==> config.mk <==
export PLATFORM = sky130hd
export DESIGN_NAME = fifo_wr_ctrl_flat
export DESIGN_NICKNAME = d
export VERILOG_FILES = /design/src/rtl/fifo_pkg.sv /design/src/rtl/fifo_wr_ctrl_if.sv /design/src/rtl/fifo_gray_sync.sv /design/src/rtl/fifo_wr_ctrl.sv /design/src/flat_wrapper.sv
export SDC_FILE = /design/constraint.sdc
export NUM_CORES = 1
export LEC_CHECK = 0
export ABC_AREA = 1
export CELL_PAD_IN_SITES_DETAIL_PLACEMENT = 2
export CELL_PAD_IN_SITES_GLOBAL_PLACEMENT = 2
export CORE_MARGIN = 10
export CORE_UTILIZATION = 26
export CTS_BUF_LIST = sky130_fd_sc_hd__clkbuf_2 sky130_fd_sc_hd__clkbuf_4 sky130_fd_sc_hd__clkbuf_8
export CTS_CLUSTER_SIZE = 40
export DETAILED_ROUTE_END_ITERATION = 8
export PLACE_DENSITY_LB_ADDON = 0.1
export SYNTH_ARGS = -nofsm -noshare
export SYNTH_HDL_FRONTEND = slang
export SYNTH_SLANG_ARGS = --single-unit
export TNS_END_PERCENT = 30
==> constraint.sdc <==
create_clock -name wr_clk -period 2 [get_ports wr_clk]
set_input_delay 0.3 -clock wr_clk [delete_from_list [all_inputs] [get_ports wr_clk]]
set_output_delay 0.3 -clock wr_clk [all_outputs]
set_load 0.1 [all_outputs]
==> src/rtl/fifo_pkg.sv <==
// Shared async-FIFO helpers: Gray/binary conversion and default geometry.
// Conversions work on any pointer width up to GRAY_W via zero extension.
package fifo_pkg;

    localparam int unsigned GRAY_W         = 16;
    localparam int unsigned DEF_ADDR_WIDTH = 4;
    localparam int unsigned DEPTH          = 2 ** DEF_ADDR_WIDTH;

    typedef logic [GRAY_W-1:0] gray_word_t;

    function automatic gray_word_t bin2gray(input gray_word_t b);
        return b ^ (b >> 1);
    endfunction

    function automatic gray_word_t gray2bin(input gray_word_t g);
        gray_word_t b;
        b[GRAY_W-1] = g[GRAY_W-1];
        for (int unsigned i = GRAY_W - 1; i > 0; i--) begin
            b[i-1] = b[i] ^ g[i-1];
        end
        return b;
    endfunction

endpackage

==> src/rtl/fifo_wr_ctrl_if.sv <==
// Write-side bundle of the async FIFO: user write port plus RAM write port.
interface fifo_wr_ctrl_if
    import fifo_pkg::*;
#(
    parameter int unsigned ADDR_WIDTH = DEF_ADDR_WIDTH,
    parameter int unsigned DATA_WIDTH = 4
);
    logic                  wr_en;
    logic [DATA_WIDTH-1:0] wr_data;
    logic                  wr_full;
    logic [ADDR_WIDTH:0]   wr_water_level;
    logic                  ram_wr_en;
    logic [ADDR_WIDTH-1:0] ram_wr_addr;
    logic [DATA_WIDTH-1:0] ram_wr_data;

    // master: the user/RAM side; slave: the write controller
    modport master (
        output wr_en, wr_data,
        input  wr_full, wr_water_level, ram_wr_en, ram_wr_addr, ram_wr_data
    );

    modport slave (
        input  wr_en, wr_data,
        output wr_full, wr_water_level, ram_wr_en, ram_wr_addr, ram_wr_data
    );
endinterface

==> src/rtl/fifo_gray_sync.sv <==
// Two-stage synchroniser for a Gray-coded pointer crossing into clk.
module fifo_gray_sync #(
    parameter int unsigned WIDTH = 5
) (
    input  logic             clk,
    input  logic             asyn_rst,
    input  logic [WIDTH-1:0] d,
    output logic [WIDTH-1:0] q
);
    logic [WIDTH-1:0] s1;

    always_ff @(posedge clk or posedge asyn_rst) begin
        if (asyn_rst) begin
            s1 <= '0;
            q  <= '0;
        end else begin
            s1 <= d;
            q  <= s1;
        end
    end
endmodule

==> src/rtl/fifo_wr_ctrl.sv <==
// Async FIFO write-side controller: write pointers, full and water level.
// Optional almost_full output when FIFO_WR_ALMOST_FULL_EN is defined.
module fifo_wr_ctrl
    import fifo_pkg::*;
#(
    parameter int unsigned ADDR_WIDTH      = DEF_ADDR_WIDTH,
    parameter int unsigned DATA_WIDTH      = 4,
    parameter int unsigned ALMOST_FULL_NUM = 14
) (
    input  logic                wr_clk,
    input  logic                asyn_rst,
    fifo_wr_ctrl_if.slave       wif,
    input  logic [ADDR_WIDTH:0] rd_gray_ptr,
    output logic [ADDR_WIDTH:0] wr_gray_ptr
`ifdef FIFO_WR_ALMOST_FULL_EN
    ,
    output logic                almost_full
`endif
);
    localparam int unsigned PTR_W = ADDR_WIDTH + 1;
    localparam int unsigned AW    = ADDR_WIDTH;

    typedef logic [PTR_W-1:0] ptr_t;

    ptr_t       wr_ptr_bin;
    ptr_t       wr_ptr_next;
    ptr_t       wr_gray_next;
    ptr_t       rd_gray_s2;
    ptr_t       rd_bin_sync;
    ptr_t       full_match;
    ptr_t       level_next;
    ptr_t       level_q;
    logic       wr_full_q;
    logic       wr_accept;
    gray_word_t wr_gray_wide;
    gray_word_t rd_bin_wide;
    logic       unused_wide_hi;

    fifo_gray_sync #(.WIDTH(PTR_W)) u_rd_sync (
        .clk      (wr_clk),
        .asyn_rst (asyn_rst),
        .d        (rd_gray_ptr),
        .q        (rd_gray_s2)
    );

    // Reset also masks the RAM strobe so a mid-burst reset never writes.
    always_comb begin
        wr_accept    = wif.wr_en & ~wr_full_q & ~asyn_rst;
        wr_ptr_next  = wr_ptr_bin + PTR_W'(wr_accept);
        wr_gray_wide = bin2gray(GRAY_W'(wr_ptr_next));
        wr_gray_next = wr_gray_wide[PTR_W-1:0];
        rd_bin_wide  = gray2bin(GRAY_W'(rd_gray_s2));
        rd_bin_sync  = rd_bin_wide[PTR_W-1:0];
        full_match   = {~rd_gray_s2[AW:AW-1], rd_gray_s2[AW-2:0]};
        level_next   = wr_ptr_next - rd_bin_sync;
    end

    assign unused_wide_hi = ^{wr_gray_wide[GRAY_W-1:PTR_W], rd_bin_wide[GRAY_W-1:PTR_W]};

    assign wif.ram_wr_en      = wr_accept;
    assign wif.ram_wr_addr    = wr_ptr_bin[AW-1:0];
    assign wif.ram_wr_data    = DATA_WIDTH'(wif.wr_data);
    assign wif.wr_full        = wr_full_q;
    assign wif.wr_water_level = level_q;

    always_ff @(posedge wr_clk or posedge asyn_rst) begin
        if (asyn_rst) begin
            wr_ptr_bin  <= '0;
            wr_gray_ptr <= '0;
            wr_full_q   <= 1'b0;
            level_q     <= '0;
        end else begin
            wr_ptr_bin  <= wr_ptr_next;
            wr_gray_ptr <= wr_gray_next;
            wr_full_q   <= (wr_gray_next == full_match);
            level_q     <= level_next;
        end
    end

`ifdef FIFO_WR_ALMOST_FULL_EN
    always_ff @(posedge wr_clk or posedge asyn_rst) begin
        if (asyn_rst) begin
            almost_full <= 1'b0;
        end else begin
            almost_full <= (level_next >= PTR_W'(ALMOST_FULL_NUM));
        end
    end
`else
    localparam int unsigned unused_almost_full_num = ALMOST_FULL_NUM;
`endif

endmodule

==> src/flat_wrapper.sv <==
// flat-port wrapper written by rule: the top's interface ports become plain ports
module fifo_wr_ctrl_flat import fifo_pkg::*;
#(
    parameter int unsigned ADDR_WIDTH      = DEF_ADDR_WIDTH,
    parameter int unsigned DATA_WIDTH      = 4,
    parameter int unsigned ALMOST_FULL_NUM = 14
)
  (wr_clk, asyn_rst, rd_gray_ptr, wr_gray_ptr, wif_wr_en, wif_wr_data, wif_wr_full, wif_wr_water_level, wif_ram_wr_en, wif_ram_wr_addr, wif_ram_wr_data);
  fifo_wr_ctrl_if #(.ADDR_WIDTH(ADDR_WIDTH), .DATA_WIDTH(DATA_WIDTH)) wif_i ();
  input  logic wr_clk;
  input  logic asyn_rst;
  input  logic [ADDR_WIDTH:0] rd_gray_ptr;
  output logic [ADDR_WIDTH:0] wr_gray_ptr;
  input wire logic [$bits(wif_i.wr_en)-1:0] wif_wr_en;
  input wire logic [$bits(wif_i.wr_data)-1:0] wif_wr_data;
  output wire logic [$bits(wif_i.wr_full)-1:0] wif_wr_full;
  output wire logic [$bits(wif_i.wr_water_level)-1:0] wif_wr_water_level;
  output wire logic [$bits(wif_i.ram_wr_en)-1:0] wif_ram_wr_en;
  output wire logic [$bits(wif_i.ram_wr_addr)-1:0] wif_ram_wr_addr;
  output wire logic [$bits(wif_i.ram_wr_data)-1:0] wif_ram_wr_data;
  assign wif_i.wr_en = wif_wr_en;
  assign wif_i.wr_data = wif_wr_data;
  assign wif_wr_full = wif_i.wr_full;
  assign wif_wr_water_level = wif_i.wr_water_level;
  assign wif_ram_wr_en = wif_i.ram_wr_en;
  assign wif_ram_wr_addr = wif_i.ram_wr_addr;
  assign wif_ram_wr_data = wif_i.ram_wr_data;
  fifo_wr_ctrl #(.ADDR_WIDTH(ADDR_WIDTH), .DATA_WIDTH(DATA_WIDTH), .ALMOST_FULL_NUM(ALMOST_FULL_NUM)) u_core (.wr_clk(wr_clk), .asyn_rst(asyn_rst), .wif(wif_i), .rd_gray_ptr(rd_gray_ptr), .wr_gray_ptr(wr_gray_ptr));
endmodule
==> summary.md <==
| Metric | Value |
|---|---|
| Status | `finished, violations left` |
| Failing checks | `negative setup slack` |
| CP Depth | `11` |
| Top cell type's share of synthesized area | `0.541` |
| Hold_buf cts | `0` |
| Synthesized area per cell | `9.48 um^2` |
| Clock Sinks | `25` |
| Detailed Route Iter0 Violations | `17` |
| Final nets | `193` |
| Die height | `86.7 um` |
| Min Tclk post-route | `2140 ps` |
| Slew Limit Headroom | `0.776` |
| Global Route Usage Sum | `0.0973` |
| Synth top cells by count | `nand2_1, dfrtp_1, inv_1` |
| Max Cap Viol | `0` |
| Clock Pin Slew Worst Setup and Hold Paths | `90 ps` |
| CP peak stage delay | `410 ps` |
| Seq/Total Area, Yosys | `0.541` |
| Post-DP HPWL | `2.77 mm` |
| Design Area, Final | `1770 um^2` |
| Mapped Cells | `122` |
| Total wire length | `3.38 mm` |
| Buf+Inv Stages, Crit Path | `3` |
| Fill count | `494` |
| Die W | `86.7 um` |
| Vias per std cell | `4.42` |
| Yosys reg bits | `25` |
| Layout cells sized above 1 | `0.428` |
| Placed cell areas | `1680 um^2` |
| YS warnings | `0` |
| Worst-path maximum fanout | `3` |
| Unique cell type count in the Yosys netlist | `20` |
| Delay-heaviest family, CP | `XOR/XNOR gates` |
| Nature of the critical path endpoint | `register` |
| Worst EP arrival | `2310 ps` |
| Hold crit path type | `input pin to async pin` |
| Post-DRT Antenna Nets | `0` |
| Crit-path cells | `xnor2_2 -> xor2_2 -> nand2_1 -> nand3_1 -> nand2_1 -> inv_1 -> ha_2 -> inv_2 -> fa_2 -> buf_4 -> xor2_1` |
| CTS tree | `yes` |
| Initial Utilization | `0.267` |
| Skew final | `6.43 ps` |
| Initial antenna violation count | `0` |
| Area growth syn-to-layout | `53.2%` |
| Core Rows | `24` |
| DP Worst Slack | `-428 ps` |
| Netlist Area Pre-Place | `1160 um^2` |
| Ys flop type | `dfrtp_1` |
| Number of global-route vias before repair | `1203` |
| Worst-Margin Slew | `337 ps` |
| Syn nets | `141` |
| Clock Tree Root | `clkbuf_8` |
| Final period util | `1.07` |
| Remaining routing DRC violations | `0` |
| # IOs | `32` |
| Fmax | `0.467 GHz` |
| CP dominant cell by count | `nand2_1` |
| Post-synth EDFFs | `0` |
| Vias | `995` |
| Drt wl/cell | `15.0 um` |
| Ant diodes | `0` |
| Die Area | `7510 um^2` |
| H-tree depth | `1` |
| Pin count of the biggest net entering global routing | `26` |
| Global-route wire length before repair | `5.85 mm` |
| Skew-Pair Late Insertion Delay | `280 ps` |
| WP data required | `2170 ps` |
| GRT Residual Overflow | `0` |
| Hold WS | `268 ps` |
| Final WS setup | `-140 ps` |
| CTS buffer count | `3` |
| RSZ-0062 raised after global routing | `yes` |
| Buffers on Ports | `23` |
| Fin. Hold Viols | `0` |
| Fin cells | `225` |
| Synth area leaders | `dfrtp_1, nand2_1, ha_1` |
| Ys async rst share | `1.00` |
| Top-count cell post-synth | `nand2_1` |
| Placed Cells | `218` |
| R2R depth | `11` |
| Slew Viols, Final | `0` |
| Pre-antenna DRT Iters | `2` |
| RR Startpoint | `u_core.u_rd_sync.q[4]` |
| Clock Tree Buf Depth | `2` |
| Setup violators final | `4` |
| Core area | `4320 um^2` |
| CP max stage cell | `dfrtp_1` |
| CP Launch Type | `register` |
| Synth area leader | `dfrtp_1` |
| Final Wtd Congestion | `0.812` |
| Crit Path Category | `register to register` |
| Crit path launch | `u_core.u_rd_sync.q[4]` |
[layer usage]
metal	GRT usage	wire (um)
met5	0	0
met3	0.0300	203
met4	0.0368	51
met1	0.104	1360
met2	0.174	1760
[cells in the final DEF (no fill, tap or decap), types with 3 or more instances in the layout]
cell type | Yosys | routed
buf_4 | 4 | 42
clkbuf_8 | 0 | 3
clkdlybuf4s50_1 | 0 | 6
dfrtp_1 | 25 | 24
ha_4 | 0 | 4
inv_1 | 16 | 12
inv_2 | 0 | 3
nand2_1 | 38 | 30
nand2_2 | 1 | 8
nand3_1 | 14 | 13
nand4_1 | 3 | 3
[registers in the layout, indices dropped and copies added, names as in the netlist]
register / cells
u_core.wr_ptr_bin: 4
u_core.u_rd_sync.q: 5
u_core.u_rd_sync.s1: 5
u_core.wif.wr_full: 1
u_core.wif.wr_water_level: 5
u_core.wr_gray_ptr: 5
[worst paths after layout]
check	end	slack, ps
setup / recovery	u_core.wif.wr_water_level[2]	-140
hold / removal	u_core.wr_gray_ptr[2]	270
max in group asynchronous	u_core.wif.wr_full	1470
setup reg to reg	u_core.wif.wr_water_level[2]	-140
hold reg to reg	u_core.u_rd_sync.q[4]	360
min in group wr_clk	u_core.u_rd_sync.q[4]	360
[worst min-delay path, delay by kind of cell]
| family | cells | cell delay, ps |
|---|---|---|
| buf+inv | 3 | 660 |
[stage by stage]
stage,TNS (ps),util
floorplan,-2870,-
global placement,-1870,0.389
detailed placement,-2460,0.389
CTS,-403,0.407
global route,-926,0.410
finish,-282,0.410
[layout make-up]
cell class,count,area (um^2),share of cell area
flip-flops and latches,25,627,0.354
repair buffers,51,424,0.239
multi-input cells,76,534,0.302
well taps,52,65.1,0.0367
inverters,17,72.6,0.0410
clock buffers,4,48.8,0.0275
[logic make-up (layout without fill, tap and decap cells)]
| family | count (synthesis) | after routing | share of synthesized area |
|---|---|---|---|
| AO/OA/AOI/OAI | 3 | 3 | 0.0162 |
| XOR/XNOR | 5 | 5 | 0.0509 |
| adder cells (fa/ha/maj) | 7 | 7 | 0.0823 |
| buffers and inverters | 21 | 72 | 0.0823 |
| flip-flops | 25 | 25 | 0.541 |
| AND/OR/NAND/NOR | 61 | 61 | 0.227 |
[repair_timing]
item | in CTS | in global routing
endpoints found under the hold margin | 0 | 0
cloned | 0 | 0
endpoints found under the setup margin | 5 | 5
buffers inserted | 2 | 1
pin swaps | 5 | 2
resized for setup | 7 | 1
Power is left out: the tool's default activity adds up to more than one toggle a clock period on the data nets, which glitch-free logic cannot reach.
